$ cat config.mk
export PLATFORM = sky130hd
export DESIGN_NAME = mem_access_unit
export DESIGN_NICKNAME = d
export VERILOG_FILES = /design/src/rtl/mem_access_unit.sv
export SDC_FILE = /design/constraint.sdc
export NUM_CORES = 1
export LEC_CHECK = 0
export ABC_AREA = 1
export CAP_MARGIN = 20
export CORE_MARGIN = 1.5
export CORE_UTILIZATION = 47
export CTS_BUF_LIST = sky130_fd_sc_hd__clkbuf_4 sky130_fd_sc_hd__clkbuf_8
export CTS_CLUSTER_DIAMETER = 100
export DETAILED_ROUTE_END_ITERATION = 8
export PLACE_DENSITY_LB_ADDON = 0.1
export SETUP_SLACK_MARGIN = 0.4
export SLEW_MARGIN = 20
export SYNTH_ARGS = -nofsm -noshare
export SYNTH_HDL_FRONTEND = slang
export SYNTH_SLANG_ARGS = --single-unit
$ cat constraint.sdc
create_clock -name clk -period 3.7 [get_ports clk]
set_input_delay 0.74 -clock clk [delete_from_list [all_inputs] [get_ports clk]]
set_output_delay 0.74 -clock clk [all_outputs]
set_load 0.005 [all_outputs]
$ cat src/rtl/mem_access_unit.sv
// MEM-stage data-memory access unit: big-endian loads/stores over a req/ack bus, LL/SC, pipeline stall.
// Optional bus timeout (adds bus_err_o) is enabled by defining MEM_BUS_TIMEOUT_EN.
module mem_access_unit #(
    parameter int unsigned TIMEOUT_CYCLES = 255
) (
    input  logic        clk,
    input  logic        rst_n,
    input  logic        flush,
    input  logic [3:0]  mem_op_i,
    input  logic [31:0] mem_addr_i,
    input  logic [31:0] store_data_i,
    input  logic [4:0]  wd_i,
    input  logic        wreg_i,
    input  logic [31:0] wdata_i,
    input  logic        llbit_i,
    input  logic        wb_llbit_we_i,
    input  logic        wb_llbit_value_i,
    output logic        bus_req_o,
    output logic        bus_we_o,
    output logic [31:0] bus_addr_o,
    output logic [3:0]  bus_sel_o,
    output logic [31:0] bus_wdata_o,
    input  logic [31:0] bus_rdata_i,
    input  logic        bus_ack_i,
    output logic [4:0]  wd_o,
    output logic        wreg_o,
    output logic [31:0] wdata_o,
    output logic        llbit_we_o,
    output logic        llbit_value_o,
    output logic        adel_o,
    output logic        ades_o,
    output logic        stallreq_o
`ifdef MEM_BUS_TIMEOUT_EN
    ,
    output logic        bus_err_o
`endif
);

    typedef enum logic [3:0] {
        OP_NONE = 4'd0, OP_LB = 4'd1, OP_LBU = 4'd2, OP_LH = 4'd3, OP_LHU = 4'd4,
        OP_LW   = 4'd5, OP_SB = 4'd6, OP_SH  = 4'd7, OP_SW = 4'd8, OP_LL  = 4'd9,
        OP_SC   = 4'd10
    } mem_op_e;

    typedef enum logic [1:0] {S_IDLE, S_ACCESS, S_HOLD, S_ABORT} state_e;

    mem_op_e     op;
    state_e      state;
    logic        is_load, is_store, is_half, is_word, is_mem;
    logic        misaligned, eff_llbit, sc_fail, start;
    logic [3:0]  sel;
    logic [31:0] st_data;
    logic [31:0] rdata_q;
    logic [31:0] load_data;
    logic [7:0]  rd_byte;
    logic [15:0] rd_half;
    logic        timed_out;

    assign op = mem_op_e'(mem_op_i);

    // NOTE: every always_comb output gets a default first so no latch is inferred.
    always_comb begin
        is_load  = 1'b0;
        is_store = 1'b0;
        is_half  = 1'b0;
        is_word  = 1'b0;
        case (op)
            OP_LB, OP_LBU: is_load = 1'b1;
            OP_LH, OP_LHU: begin is_load = 1'b1; is_half = 1'b1; end
            OP_LW, OP_LL:  begin is_load = 1'b1; is_word = 1'b1; end
            OP_SB:         is_store = 1'b1;
            OP_SH:         begin is_store = 1'b1; is_half = 1'b1; end
            OP_SW, OP_SC:  begin is_store = 1'b1; is_word = 1'b1; end
            default: ;
        endcase
    end

    assign is_mem     = is_load | is_store;
    assign misaligned = (is_half & mem_addr_i[0]) | (is_word & (mem_addr_i[1:0] != 2'b00));
    assign eff_llbit  = wb_llbit_we_i ? wb_llbit_value_i : llbit_i;
    assign sc_fail    = (op == OP_SC) & ~eff_llbit & ~misaligned;
    assign start      = is_mem & ~misaligned & ~sc_fail & ~flush;
    assign adel_o     = is_load & misaligned;
    assign ades_o     = is_store & misaligned;

    // Big-endian lanes: the lowest address maps to bits [31:24] / sel bit 3.
    always_comb begin
        if (is_word) begin
            sel     = 4'b1111;
            st_data = store_data_i;
        end else if (is_half) begin
            sel     = mem_addr_i[1] ? 4'b0011 : 4'b1100;
            st_data = {2{store_data_i[15:0]}};
        end else begin
            sel     = 4'b1000 >> mem_addr_i[1:0];
            st_data = {4{store_data_i[7:0]}};
        end
    end

    always_comb begin
        case (mem_addr_i[1:0])
            2'b00:   rd_byte = rdata_q[31:24];
            2'b01:   rd_byte = rdata_q[23:16];
            2'b10:   rd_byte = rdata_q[15:8];
            default: rd_byte = rdata_q[7:0];
        endcase
        rd_half = mem_addr_i[1] ? rdata_q[15:0] : rdata_q[31:16];
        case (op)
            OP_LB:   load_data = {{24{rd_byte[7]}}, rd_byte};
            OP_LBU:  load_data = {24'd0, rd_byte};
            OP_LH:   load_data = {{16{rd_half[15]}}, rd_half};
            OP_LHU:  load_data = {16'd0, rd_half};
            default: load_data = rdata_q;
        endcase
    end

`ifdef MEM_BUS_TIMEOUT_EN
    localparam logic [7:0] TO_LAST = 8'(TIMEOUT_CYCLES - 1);
    logic [7:0] to_cnt;
    logic       timed_out_q;
    logic       to_hit;

    assign timed_out = timed_out_q;
    assign to_hit    = ~bus_ack_i & (to_cnt == TO_LAST);
`else
    logic unused_timeout;

    assign timed_out      = 1'b0;
    assign unused_timeout = ^TIMEOUT_CYCLES;
`endif

    // NOTE: sequential state uses non-blocking assignments so all registers update together.
    always_ff @(posedge clk or negedge rst_n) begin
        if (!rst_n) begin
            state       <= S_IDLE;
            rdata_q     <= '0;
            bus_req_o   <= 1'b0;
            bus_we_o    <= 1'b0;
            bus_addr_o  <= '0;
            bus_sel_o   <= '0;
            bus_wdata_o <= '0;
`ifdef MEM_BUS_TIMEOUT_EN
            to_cnt      <= '0;
            timed_out_q <= 1'b0;
            bus_err_o   <= 1'b0;
`endif
        end else begin
`ifdef MEM_BUS_TIMEOUT_EN
            bus_err_o <= 1'b0;
            if (state == S_ACCESS || state == S_ABORT) to_cnt <= to_cnt + 8'd1;
`endif
            case (state)
                S_IDLE: begin
                    if (start) begin
                        state       <= S_ACCESS;
                        bus_req_o   <= 1'b1;
                        bus_we_o    <= is_store;
                        bus_addr_o  <= {mem_addr_i[31:2], 2'b00};
                        bus_sel_o   <= sel;
                        bus_wdata_o <= is_store ? st_data : 32'd0;
`ifdef MEM_BUS_TIMEOUT_EN
                        to_cnt      <= '0;
                        timed_out_q <= 1'b0;
`endif
                    end
                end
                S_ACCESS: begin
                    if (bus_ack_i) begin
                        rdata_q   <= bus_rdata_i;
                        bus_req_o <= 1'b0;
                        state     <= flush ? S_IDLE : S_HOLD;
`ifdef MEM_BUS_TIMEOUT_EN
                    end else if (to_hit) begin
                        bus_req_o   <= 1'b0;
                        bus_err_o   <= 1'b1;
                        timed_out_q <= 1'b1;
                        state       <= S_HOLD;
`endif
                    end else if (flush) begin
                        state <= S_ABORT;
                    end
                end
                S_HOLD: state <= S_IDLE;
                S_ABORT: begin
`ifdef MEM_BUS_TIMEOUT_EN
                    if (bus_ack_i || to_hit) begin
                        bus_err_o <= ~bus_ack_i;
`else
                    if (bus_ack_i) begin
`endif
                        bus_req_o <= 1'b0;
                        state     <= S_IDLE;
                    end
                end
                default: state <= S_IDLE;
            endcase
        end
    end

    always_comb begin
        case (state)
            S_IDLE:  stallreq_o = start;
            S_HOLD:  stallreq_o = 1'b0;
            default: stallreq_o = 1'b1;
        endcase
    end

    always_comb begin
        wd_o          = wd_i;
        wreg_o        = wreg_i;
        wdata_o       = wdata_i;
        llbit_we_o    = 1'b0;
        llbit_value_o = 1'b0;
        if (state == S_HOLD) begin
            if (timed_out) begin
                wreg_o = 1'b0;
            end else begin
                case (op)
                    OP_LB, OP_LBU, OP_LH, OP_LHU, OP_LW: wdata_o = load_data;
                    OP_LL: begin
                        wdata_o       = load_data;
                        llbit_we_o    = 1'b1;
                        llbit_value_o = 1'b1;
                    end
                    OP_SC: begin
                        wdata_o    = 32'd1;
                        llbit_we_o = 1'b1;
                    end
                    default: ;
                endcase
            end
        end else if (state != S_IDLE) begin
            wreg_o = 1'b0;
        end else if (is_mem) begin
            // A failed SC retires at once with 0; anything else here is misaligned or just starting.
            if (sc_fail) wdata_o = 32'd0;
            else         wreg_o  = 1'b0;
        end
        if (flush) begin
            wreg_o     = 1'b0;
            llbit_we_o = 1'b0;
        end
    end

endmodule

==> metrics <==
pre-CTS setup slack -0.0512 ns; Ys Warns 0; vias in the first global route 6213; RSZ-0062 raised after global routing true; R2R cell count 7; mapped cell area 5920 µm²; DIE HEIGHT 115 µm; row count 40; GRT Residual Overflow 0; Vias 6587; WL final 19.7 mm; CP top delay family buffers and inverters; Max FO, Critical Path 5; CP startpoint kind input pin; Max Clk Rate 306 MHz; Final Hold Vio Count 0; critical path class in -> out; Worst Hold Class in -> async; total of max-cap violations 0; global-route wire length before repair 30.9 mm; #FFs+latches synth 102; detailed placer's ending HPWL 13.5 mm; Clock power frac 17.3%; Boundary Pins 258; Initial Util 48.6%; GRT Total Usage 29.8%; syn_area_per_cell 7.16 µm²; die area 13300 µm²; r2r endpoint bus_addr_o[11]; setup violators final 0; Critical Path Max Stage Delay 0.40 ns; Overall Power 5.11 mW; Worst-path clk slew 0.10 ns; Max Root-Sink Buffers 2; library cells used by synthesis 31; initial antenna violation count 0; number of buffers added on ports 245; DRC Markers 0; CP required 2.96 ns; drt first-iter violations 567; clock sinks 102; minimum clock period 3.27 ns; Worst slew margin 41.2%; First-pass DRT Iterations 5; WP data arrival 2.53 ns; Clock Skew 0.00608 ns; most used cell, CP nand2_1; Die Wd 115 µm; Clk Latency, worst-skew pair 0.38 ns; status complete, no violations; Final Max Slew Viols 0; critical path depth in cells 12; CTS tree yes; leakage power 4.44 nW; Post-Synth Simple-Gate Area 34.4%; final net count 1234; Worst Tran Pin Value 0.882 ns; Logic pwr share 44.6%; CTS buffer count 9; Net Switching 1.78 mW; hold-fix buffers at CTS 0; Setup WS post-layout 0.429 ns; Synth Area in Compound Gates 11.2%; CP Capture Point wdata_o[18]; routability cong. 0.887; crit path from wb_llbit_value_i; WP buf/inv 5; XOR/XNOR Fraction of Synth Area 0%; Layout area overhead 55.2%; CP max-delay cell clkdlybuf4s50_1; Cell Chain, Critical Path clkdlybuf4s50_1, nand2_1, o21ai_2, nor2_2, inv_2, nor2_4, nand3_4, buf_12, buf_4, nand3_1, nand2_1, dlygate4sd2_1; Via density 5.22; Int Pwr 3.34 mW; drt wl/cell 15.6 µm; Root Buffer clkbuf_8; Max IR drop VDD 0.291 mV; number of flops mapped to enable cells by yosys 0; post-synthesis mux area share 4.17%; post-route ant nets 0; async set or reset register ratio after synthesis 100%; H-Tree Depth 3; layout cells sized above 1 13.8%; RR Startpoint state[0]; post-synthesis adder-cell area fraction 0%; setup tns final 0 ns; antenna diode instance count 0; pin count of the biggest net entering global routing 91; Tcrit/Tclk final 88.4%; fillers 963; Setup crit end kind output pin; Final Core Density 75.5%; register area share after synthesis 43.1%; Seq pwr share 38.1%; Synth Flop Type dfrtp_1; Placed Area 8640 µm²; setup slack, reg-to-reg 1.46 ns; switching share of power 34.7%; final instance area 9180 µm²; core area 12200 µm²; Post-Syn Instances 826; Power Density 557 nW/µm²; combinational family with the most area after synthesis simple AND/OR/NAND/NOR gates
## kinds of logic after synthesis
family	count (synthesis)
other	1
and+or+nand+nor	502
DFF	102
AOI/OAI and AO/OA	110
buffers and inverters	89
muxes	22
## final cells by class
type	count	area [µm²]	share of cell area (%)
inverters	38	145	1.58
repair buffers	301	2950	32.1
clock inverters	6	115	1.25
flip-flops and latches	102	2550	27.8
clock buffers	10	138	1.50
well taps	168	210	2.29
multi-input cells	637	3080	33.5
## synth_stat cells (13+ instances only)
cell        n  area share (%)
nand3_1    65             5.5
mux2_2     21             4.0
clkbuf_1   13            0.82
a21oi_1    19             1.6
inv_1      30             1.9
o21ai_0    30             2.5
nor2_1     64             4.1
buf_2      20             1.7
dfrtp_1   102              43
o211ai_1   33             4.2
nand2_1   359              23
o21ai_1    21             1.8
## layout by cell type, fill, tap and decap left out, drive strengths merged
cell,n
bufinv,3
conb,2
clkinv,1
nand2,362
nor2,69
nand3,69
clkdlybuf4s50,207
clkdlybuf4s15,4
nand4,2
mux2i,1
nor3,1
a21oi,20
a211oi,4
clkinvlp,1
dlygate4sd2,17
clkbuf,20
dlymetal6s2s,3
dfrtp,102
o21ai,52
o211ai,33
buf,60
mux2,21
inv,39
o21a,1
## through the flow
step           instances  hold slack (ns)
6_report            1262            0.355
3_3_place_gp        1224            0.461
3_5_place_dp        1224            0.464
4_1_cts             1260            0.376
2_1_floorplan        827            0.444
5_1_grt             1262            0.386
## per-layer routing
metal / vias up / GRT usage (%) / wire length [µm]
li1: 3186 / - / -
met1: 3044 / 38.3 / 7820
met2: 307 / 50.8 / 9860
met3: 50 / 4.53 / 1500
met4: 0 / 11.4 / 549
met5: - / 0 / 0
## power groups by stage
stage	clock network, mW	logic (mW)	registers (mW)
4_1_cts	0.893	2.29	1.94
3_3_place_gp	0	2.23	1.94
3_5_place_dp	0	2.27	1.95
6_report	0.884	2.28	1.95
5_1_grt	0.938	2.51	2.00
2_1_floorplan	0	1.02	1.92
## worst min path at each step
| stage | slack (ns) | start | to |
|---|---|---|---|
| after global placement | 0.46 | bus_addr_o[13] | bus_addr_o[13] |
| final | 0.36 | rst_n | bus_addr_o[25] |
| after global routing | 0.39 | rst_n | bus_addr_o[25] |
| after CTS | 0.38 | rst_n | bus_addr_o[25] |
| after floorplan | 0.44 | rst_n | bus_addr_o[10] |
| after detailed placement | 0.46 | bus_addr_o[31] | bus_addr_o[31] |
## repair_timing
action / 4_1_cts / 5_1_grt
gates resized for setup: 69 / 44
pin swaps: 11 / 7
setup buffers: 16 / 2
hold endpoints to repair: 0 / 0
endpoints found under the setup margin: 37 / 24
cloned: 4 / 0
## state kept, by name (all words and copies together), names as in the netlist
| register | cells |
|---|---|
| rdata_q | 32 |
| bus_we_o | 1 |
| bus_wdata_o | 32 |
| bus_addr_o | 30 |
| state | 2 |
| bus_req_o | 1 |
| bus_sel_o | 4 |
No activity file was read; power rests on OpenSTA's default activity.
